<file path="config.mk">
export PLATFORM = sky130hd
export DESIGN_NAME = stream_demultiplexer
export DESIGN_NICKNAME = d
export VERILOG_FILES = /design/src/rtl/stream_demultiplexer.sv
export SDC_FILE = /design/constraint.sdc
export NUM_CORES = 1
export LEC_CHECK = 0
export CAP_MARGIN = 20
export CORE_MARGIN = 3
export CORE_UTILIZATION = 54
export DETAILED_ROUTE_END_ITERATION = 16
export PLACE_DENSITY = 0.8
export SYNTH_ARGS = -nofsm -noshare
export SYNTH_HDL_FRONTEND = slang
export SYNTH_SLANG_ARGS = --single-unit
</file>
<file path="constraint.sdc">
create_clock -name clk -period 2.7 [get_ports clk]
set_clock_uncertainty 0.1 [all_clocks]
set_input_delay 0.27 -clock clk [delete_from_list [all_inputs] [get_ports clk]]
set_output_delay 0.27 -clock clk [all_outputs]
set_load 0.01 [all_outputs]
</file>
<file path="src/rtl/stream_demultiplexer.sv">
// rtl/stream_demultiplexer.sv - 1-to-4 stream demultiplexer with a per-channel FIFO
//
// Steers each accepted input word to one of four channel FIFOs, chosen by {addr0, addr1}.
// Each channel drains through its own valid/ready handshake, so a stalled consumer
// backs up only its own channel.
//
// Ports:
//   clk, rst_n          clock (rising edge), asynchronous active-low reset
//   addr0, addr1        channel select, index = {addr0, addr1}
//   in_data/valid/ready input stream; in_ready = selected channel not full
//   outN, validN        head word and non-empty flag of channel N FIFO
//   readyN              consumer N takes its head word
//   busy                at least one channel FIFO holds a word

module stream_demultiplexer #(
    parameter int WIDTH = 8,
    parameter int DEPTH = 2
) (
    input  logic             clk,
    input  logic             rst_n,
    input  logic             addr0,
    input  logic             addr1,
    input  logic [WIDTH-1:0] in_data,
    input  logic             in_valid,
    output logic             in_ready,
    output logic [WIDTH-1:0] out0,
    output logic [WIDTH-1:0] out1,
    output logic [WIDTH-1:0] out2,
    output logic [WIDTH-1:0] out3,
    output logic             valid0,
    output logic             valid1,
    output logic             valid2,
    output logic             valid3,
    input  logic             ready0,
    input  logic             ready1,
    input  logic             ready2,
    input  logic             ready3,
    output logic             busy
);

    localparam int PW = (DEPTH > 1) ? $clog2(DEPTH) : 1;
    localparam int CW = PW + 1;
    localparam logic [CW-1:0] FULL_CNT = CW'(DEPTH);

    logic [WIDTH-1:0] mem_q [4][DEPTH];
    logic [PW-1:0]    wptr_q [4];
    logic [PW-1:0]    wptr_d [4];
    logic [PW-1:0]    rptr_q [4];
    logic [PW-1:0]    rptr_d [4];
    logic [CW-1:0]    cnt_q  [4];
    logic [CW-1:0]    cnt_d  [4];

    logic [1:0] sel;
    logic [3:0] full;
    logic [3:0] nonempty;
    logic [3:0] push;
    logic [3:0] pop;
    logic [3:0] ready_v;

    assign sel     = {addr0, addr1};
    assign ready_v = {ready3, ready2, ready1, ready0};

    always_comb begin
        full     = '0;
        nonempty = '0;
        for (int c = 0; c < 4; c++) begin
            full[c]     = (cnt_q[c] == FULL_CNT);
            nonempty[c] = (cnt_q[c] != '0);
        end
    end

    // Depends only on the select and registered counts: no path from readyN or in_valid.
    // Held low during reset so nothing is offered to the producer then.
    assign in_ready = rst_n & ~full[sel];

    always_comb begin
        push = '0;
        pop  = '0;
        for (int c = 0; c < 4; c++) begin
            push[c]   = in_valid && in_ready && (sel == 2'(c));
            pop[c]    = nonempty[c] && ready_v[c];
            // Pointers wrap naturally because DEPTH is a power of two.
            wptr_d[c] = wptr_q[c] + PW'(push[c]);
            rptr_d[c] = rptr_q[c] + PW'(pop[c]);
            // A push is never accepted when full and a pop never happens when
            // empty, so the count stays within 0..DEPTH.
            cnt_d[c]  = cnt_q[c] + CW'(push[c]) - CW'(pop[c]);
        end
    end

    always_ff @(posedge clk or negedge rst_n) begin
        if (!rst_n) begin
            for (int c = 0; c < 4; c++) begin
                wptr_q[c] <= '0;
                rptr_q[c] <= '0;
                cnt_q[c]  <= '0;
                for (int i = 0; i < DEPTH; i++) begin
                    mem_q[c][i] <= '0;
                end
            end
        end else begin
            for (int c = 0; c < 4; c++) begin
                wptr_q[c] <= wptr_d[c];
                rptr_q[c] <= rptr_d[c];
                cnt_q[c]  <= cnt_d[c];
                if (push[c]) begin
                    mem_q[c][wptr_q[c]] <= in_data;
                end
            end
        end
    end

    assign out0   = mem_q[0][rptr_q[0]];
    assign out1   = mem_q[1][rptr_q[1]];
    assign out2   = mem_q[2][rptr_q[2]];
    assign out3   = mem_q[3][rptr_q[3]];
    assign valid0 = nonempty[0];
    assign valid1 = nonempty[1];
    assign valid2 = nonempty[2];
    assign valid3 = nonempty[3];
    // Derived purely from the registered counts.
    assign busy   = |nonempty;

endmodule

</file>
# Yosys cells after proc, flatten, opt, wreduce, memory -nomap -nowiden
# Cells that the tools add are included.
# totals
reg_bits	80
latchBits	0
ram_bits	0
mem_bits_ro	0
in_bits	17
output_inout_bits	38
word_cells	111
memories	0
# op_classes
add_sub_neg	16
mul	0
div	0
n_lt_le_gt_ge	13
n_eq_ne	7
shifts	0
n_mux	26
n_bitwise	10
reduce_logical	19
# op_table
cell	count
$mux W8	16
$bwmux W16	4
$demux W8 S1	4
$ge A2 B2 Y1 const B	8
$not A1 Y2	8
$logic_and A1 B1 Y1	13
$eq A2 B2 Y1 const B	6
$add A1 B1 Y1	8
$add A2 B1 Y2	4
$lt A2 B1 Y1 const B	4
$reduce_bool A2 Y1	4
$sub A2 B1 Y2	4
$reduce_or A4 Y1	1
$lt A2 B3 Y1 const B	1
$bmux W1 S2	1
$eq A2 B1 Y1 const B	1
$logic_not A2 Y1	1
$and A1 B1 Y1	1
$mux W1	1
$not A1 Y1	1

# Longest topological paths before layout
# Gate-level depths: netlist (run 1).
# depth
word_depth	9
ltp_mapped	8
depth_no_buf	8

# Worst setup path before layout (run 1)
# No wires, ideal clock.
# synth_path
path_type	register -> register
startpoint	register cnt_q[1] (netlist name)
endpoint	register cnt_q[7] (netlist name)
setup_ps	123
t_arrival_ps	1756
required_ps	2477
setup_slack_ps	721
stages_incl_launch_ff	9
path_buffers	0
period_less_slack_ps	1979
path_cell_list	dfrtp_1 > nand4b_1 > nand3_1 > or3_1 > ha_1 > inv_1 > ha_1 > xnor2_1 > xnor2_1
# synth_lines
element	line_no	rtl
start, declared	50	logic [CW-1:0] cnt_q [4];
start signal, assigned by index	105	cnt_q[c] <= cnt_d[c];

# Final worst setup path (run 1)
# layout_path
startpoint	register cnt_q[1] (netlist name)
endpoint	output port busy
# layout_between
elab_chain_cells	2
# layout_rtl
element	line_no	rtl
$reduce_bool A2 Y1	68	nonempty[c] = (cnt_q[c] != '0);
$reduce_or A4 Y1	122	assign busy = |nonempty;
end, declared	38	output logic busy
# No other way between the ends.

==> reports/results.txt, run 1 <==
WL met3 - 249 um
Layout cells sized above 1 - 38.7%
Setup CP Type - flip-flop to output pin
Worst-skew pair later-pin latency - 330 ps
Int Pwr - 3.71 mW
Cts hold-fix bufs - 0
DR pass1 iterations - 4
HPWL Detailed - 4840 um
Post-CTS Setup Inserts - 0
Std-Cell Rows - 29
Ranking of synthesized cells by area - dfrtp_1 (54%), mux2_2 (29%), ha_1 (5.4%)
R2R Path Start - cnt_q[1]
DR iter-0 viols - 67
Reg2reg path depth - 6
Synth Cell Area - 0.00369 mm2
CP top delay family - simple AND/OR/NAND/NOR gates
Clk network pwr share - 15.5%
Most frequent cells in the layout - mux2_2 (96), dfrtp_1 (80), clkdlybuf4s50_1 (53), ha_1 (16), inv_1 (13)
Via-to-Cell Ratio - 5.33
Critical Path Stages - 3
Worst-path cell chain - or2_4 > or4_4 > clkdlybuf4s50_1
Routed length on met2 - 3160 um
Synth top area share - 54.3%
WL met1 - 3100 um
Largest net degree at the start of global routing - 81
Post-route design area - 0.00454 mm2
CTS Sinks - 80
Ant. Diodes - 0
Routed wire per std cell - 16.5 um
Cell variety after synth - 24
Power density cells - 1170 mW/mm2
GP Congestion - 0.820
Tmin final - 2410 ps
Setup TNS - 0 ps
Critical Path Start - cnt_q[1]
Crit path largest cell delay - 520 ps
Synth Area per Inst - 14.3 um2
Uppermost layer routed - met5
Core ar. - 0.00649 mm2
Final antenna-violating net count - 0
Post-synth net total - 291
Slowest-stage cell, CP - or4_4
Util after Layout - 69.9%
IO Pins - 55
Filler instances - 475
Starting Density - 56.8%
RSZ-0062 raised after global routing - no
Critical Path End Type - output pin
Die width - 88.7 um
CTS root buf - clkbuf_8
Max Slew Vio Count - 0
Synth Instances - 258
Post-layout nets - 351
Worst-Margin Slew - 976 ps
TritonCTS clock tree - done
# setup viols final - 0
Die area - 0.00786 mm2
Clk buf depth - 2
Slew margin rel. - 34.9%
Final hold viol count - 0
HP Class - primary input to async pin
Hold_ws - 102 ps
R2R setup slack - 550 ps
Switching part of the total - 30.3%
Worst EP arrival - 2040 ps
PortBufs - 54
Residual DRC - 0
Total grt overflow - 0
CP Max Fanout - 3
Combinational power share - 43.4%
FF-to-FF End - mem_q[21]
Status - completed
Leak pwr - 2.03 nW
WP buf/inv - 1
Most common cell after layout, fill and taps aside - mux2_2
Required time of the critical path - 2330 ps
#FFs+latches synth - 80
F_max - 0.416 GHz
Crit path capture - busy
TritonCTS buffer count - 9
First-pass GRT wire length - 11000 um
Synth-to-Final Area Change - 23.1%
Net switching power figure - 1.62 mW
Crit share post-route - 89.1%
DR vias - 2133
Htree depth - 3
Vias in the first global route - 2259
Dominant cell type by area after synthesis - dfrtp_1
Synth warn - 0
Placed inst area - 0.00435 mm2
Worst VDD drop - 597 uV
GRT Resource Usage Total - 18.4%
Worst-path clk slew - 80 ps
Initial antenna violation count - 1
Die Y - 88.7 um
Startpoint types - flip-flop
MaxCap Viol Count - 0
Sequential share of power - 41.1%
Post-CTS Resized - 0
Final WL - 6590 um
Post-synthesis sequential area ratio - 54.3%
-- layer usage --
layer / global-route usage, % / vias to the layer above
li1: - / 1022
met1: 24.6 / 1059
met2: 29.8 / 43
met3: 4.00 / 7
met4: 6.59 / 2
met5: 0 / -
-- sequential cells by signal (all words and copies together) (netlist names) --
register	flops
cnt_q	8
mem_q	64
rptr_q	4
wptr_q	4
-- final cells by class --
| cell class | instances | area [um2] | area share [%] |
|---|---|---|---|
| Timing Repair Buffer | 61 | 616 | 13.5 |
| Tap cell | 77 | 96.3 | 2.12 |
| Inverter | 13 | 48.8 | 1.07 |
| Sequential cell | 80 | 2000 | 44.1 |
| Clock buffer | 12 | 165 | 3.64 |
| Clock inverter | 4 | 26.3 | 0.578 |
| Multi-Input combinational cell | 153 | 1590 | 35.0 |
-- worst min-delay path by stage --
stage          startpoint       end  slack, ps  cells after the start
6_report            rst_n  cnt_q[1]        100                      2
5_1_grt             rst_n  cnt_q[1]        200                      2
4_1_cts             rst_n  cnt_q[1]        140                      2
3_5_place_dp     cnt_q[5]  cnt_q[5]        390                      1
3_3_place_gp     cnt_q[7]  cnt_q[7]        380                      1
2_1_floorplan       rst_n  cnt_q[0]       -130                      0
-- logic make-up (layout without fill, tap and decap cells) --
logic type                 Yosys count  count (layout)  synth area share [%]
DFF                                 80              80                  54.3
buffers and inverters               25              90                  2.68
xor gates and xnor gates            12              12                  2.85
muxes                               96              96                  29.3
and+or+nand+nor                     27              27                  4.51
adders and majority gates           16              16                  5.43
AOI/OAI and AO/OA                    2               2                 0.984
-- power by group through the flow --
stage	registers [mW]	clock network [mW]	logic [mW]
floorplan	2.01	0	1.47
global placement	2.18	0	2.29
detailed placement	2.22	0	2.35
CTS	2.20	0.849	2.36
global route	2.27	0.896	2.52
finish	2.19	0.825	2.31
-- synthesized netlist by cell type --
cell type and instances:
and2_1 3, and2_2 1, and3_1 2, buf_2 4
clkbuf_1 8, dfrtp_1 80, ha_1 16, inv_1 13
mux2_2 96, nand2_1 1, nand2b_1 4, nand3_1 2
nand4b_1 1, nor2_1 2, nor3_1 3, o311ai_0 1
o32ai_4 1, or2_1 2, or2_2 1, or2_4 1
or3_1 3, or4_4 1, xnor2_1 8, xor2_1 4
-- per-stage QoR --
stage / instances / total power, mW / worst slack, ps
after floorplan: 258 / 3.48 / 721
after global placement: 384 / 4.47 / 222
after detailed placement: 384 / 4.57 / 139
after CTS: 400 / 5.41 / 262
after global routing: 400 / 5.69 / 231
final: 400 / 5.33 / 295
(Power assumes the default switching activity.)
==> run 2: changes to the inputs <==
--- a/config.mk
+++ b/config.mk
@@ -9,7 +9,8 @@
 export CORE_MARGIN = 3
 export CORE_UTILIZATION = 54
 export DETAILED_ROUTE_END_ITERATION = 16
-export PLACE_DENSITY = 0.8
+export DONT_BUFFER_PORTS = 1
+export PLACE_DENSITY = 0.69
 export SYNTH_ARGS = -nofsm -noshare
 export SYNTH_HDL_FRONTEND = slang
 export SYNTH_SLANG_ARGS = --single-unit
==> run 2 against run 1 <==
Against the previous run: worst setup slack better by 220 ps; cell count fell by 13%; non-clock buffer count down 51; sequential share of layout area grew 5.4 points; utilization is 7.7 points lower; power decreased by 13%; via count is 7.2% lower; critical path depth rose by 2; design area shrank 11%; fmax grew 9.9%; critical path type is now flip-flop to flip-flop.
==> reports/results.txt, run 2 (synthesis results as in run 1) <==
Critical Path End Type - flip-flop (was output pin)
CP Max Fanout - 8 (was 3)
Largest regs - mem_q (64), cnt_q (8) (unchanged)
GRT Resource Usage Total - 19.3% (was 18.4%)
Slew margin rel. - 69.4% (was 34.9%)
CTS Sinks - 80 (unchanged)
IO Pins - 55 (unchanged)
Vias in the first global route - 2136 (was 2259)
HPWL Detailed - 4360 um (was 4840 um)
Initial antenna violation count - 0 (was 1)
Clk network pwr share - 18.6% (was 15.5%)
Startpoint types - flip-flop (unchanged)
Final WL - 6810 um (was 6590 um)
Layout cells sized above 1 - 41.9% (was 38.7%)
Ant. Diodes - 0 (unchanged)
Worst-Margin Slew - 460 ps (was 976 ps)
Starting Density - 56.8% (unchanged)
DR vias - 1980 (was 2133)
Largest net degree at the start of global routing - 81 (unchanged)
Switching part of the total - 32.4% (was 30.3%)
Setup CP Type - flip-flop to flip-flop (was flip-flop to output pin)
Via-to-Cell Ratio - 5.67 (was 5.33)
Worst EP arrival - 2320 ps (was 2040 ps)
Clk buf depth - 2 (unchanged)
DR pass1 iterations - 4 (unchanged)
Leak pwr - 1.83 nW (was 2.03 nW)
Residual DRC - 0 (unchanged)
GP Congestion - 0.696 (was 0.820)
Post-CTS Setup Inserts - 0 (unchanged)
Core ar. - 0.00649 mm2 (unchanged)
F_max - 0.457 GHz (was 0.416 GHz)
Worst-path clk slew - 80 ps (about the same)
First-pass GRT wire length - 11000 um (about the same)
Die Y - 88.7 um (unchanged)
Final hold viol count - 0 (unchanged)
Most frequent cells in the layout - mux2_2 (96), dfrtp_1 (80), ha_1 (16), inv_1 (13), clkbuf_8 (10) (was mux2_2 (96), dfrtp_1 (80), clkdlybuf4s50_1 (53), ha_1 (16), inv_1 (13))
Util after Layout - 62.3% (was 69.9%)
Required time of the critical path - 2830 ps (was 2330 ps)
Routed wire per std cell - 19.5 um (was 16.5 um)
Synth-to-Final Area Change - 9.63% (was 23.1%)
Net switching power figure - 1.51 mW (was 1.62 mW)
MaxCap Viol Count - 0 (unchanged)
Worst VDD drop - 513 uV (was 597 uV)
Status - completed (unchanged)
Total grt overflow - 0 (unchanged)
Worst-skew pair later-pin latency - 340 ps (was 330 ps)
Die width - 88.7 um (unchanged)
Sequential share of power - 47.1% (was 41.1%)
Most common cell after layout, fill and taps aside - mux2_2 (unchanged)
Biggest register - mem_q (unchanged)
HP Class - primary input to flip-flop (was primary input to async pin)
Post-CTS Resized - 0 (unchanged)
Std-Cell Rows - 29 (unchanged)
Post-layout nets - 300 (was 351)
Setup TNS - 0 ps (unchanged)
Final antenna-violating net count - 0 (unchanged)
TritonCTS clock tree - done (unchanged)
Max Slew Vio Count - 0 (unchanged)
Filler instances - 497 (was 475)
Htree depth - 3 (unchanged)
Combinational power share - 34.3% (was 43.4%)
Tmin final - 2190 ps (was 2410 ps)
Largest register FFs - 64 (unchanged)
RSZ-0062 raised after global routing - no (unchanged)
Int Pwr - 3.14 mW (was 3.71 mW)
DR iter-0 viols - 84 (was 67)
PortBufs - 0 (was 54)
Pre-CTS setup slack - 490 ps (was 139 ps)
TritonCTS buffer count - 9 (unchanged)
Fin worst setup slack - 512 ps (was 295 ps)
# setup viols final - 0 (unchanged)
Power density cells - 1150 mW/mm2 (was 1170 mW/mm2)
Die area - 0.00786 mm2 (unchanged)
R2R setup slack - 510 ps (was 550 ps)
Crit share post-route - 81.0% (was 89.1%)
CTS root buf - clkbuf_8 (unchanged)
run 2: changes by cell type in the layout (fill, tap and decap cells not counted), moves of 2 or more:
| cell | previous run | this run |
|---|---|---|
| clkdlybuf4s50_1 | 53 | 0 |
| clkinv_2 | 2 | 0 |
| clkbuf_8 | 12 | 10 |
| dlygate4sd3_1 | 0 | 9 |
| buf_12 | 2 | 0 |
| clkbuf_1 | 0 | 4 |
| buf_4 | 6 | 0 |
run 2: metal layers:
metal  track usage (%)  share of wire (%)  vias up
li1                  -                  -      913
met2              29.6                 46       49
met4              8.65                1.8        0
met3              4.56                4.8        9
met5                 0                  0        -
met1              26.2                 47     1009
run 2: power by group through the flow:
| stage | sequential, mW | clock, mW | combinational, mW |
|---|---|---|---|
| floorplan | 2.01 | 0 | 1.47 |
| global placement | 2.18 | 0 | 1.52 |
| detailed placement | 2.21 | 0 | 1.56 |
| CTS | 2.19 | 0.890 | 1.62 |
| global route | 2.28 | 0.959 | 1.75 |
| finish | 2.19 | 0.863 | 1.59 |
run 2: final cells by class:
class                           count  area [um2]  area share, %
Clock buffer                       14         153           3.77
Clock inverter                      2        38.8          0.959
Inverter                           13        48.8           1.21
Multi-Input combinational cell    153        1590           39.3
Sequential cell                    80        2000           49.5
Tap cell                           77        96.3           2.38
Timing Repair Buffer               10         118           2.91
run 2: timing repair:
action	4_1_cts	5_1_grt
endpoints found under the setup margin	0	0
hold endpoints to repair	144	0
hold buffers	10	0
run 2: critical path, cell delays in order (launching register included):
cell      delay (ps)
dfrtp_1          400
nand4b_1         130
nand3_1          190
nor3_1           390
ha_1             470
mux2_2           390
run 2: stage by stage:
step / power (mW) / area [um2] / hold WS [ps] / std cells
after global placement: 3.70 / 3740 / -123 / 323
after global routing: 4.98 / 4050 / 83.9 / 349
after detailed placement: 3.78 / 3740 / -123 / 323
after CTS: 4.71 / 4050 / 58.2 / 349
after floorplan: 3.48 / 3690 / -126 / 258
final: 4.64 / 4050 / 69.9 / 349
run 2: path summary, 6_finish.rpt:
kind / start / to / cells after the start
worst max-delay path: cnt_q[1] / mem_q[20] / 5
worst min-delay path: ready1 / rptr_q[2] / 2
worst max register to register: cnt_q[1] / mem_q[20] / 5
worst min register to register: cnt_q[5] / cnt_q[5] / 1
max in group asynchronous: rst_n / cnt_q[6] / 2
min in group asynchronous: rst_n / mem_q[11] / 2
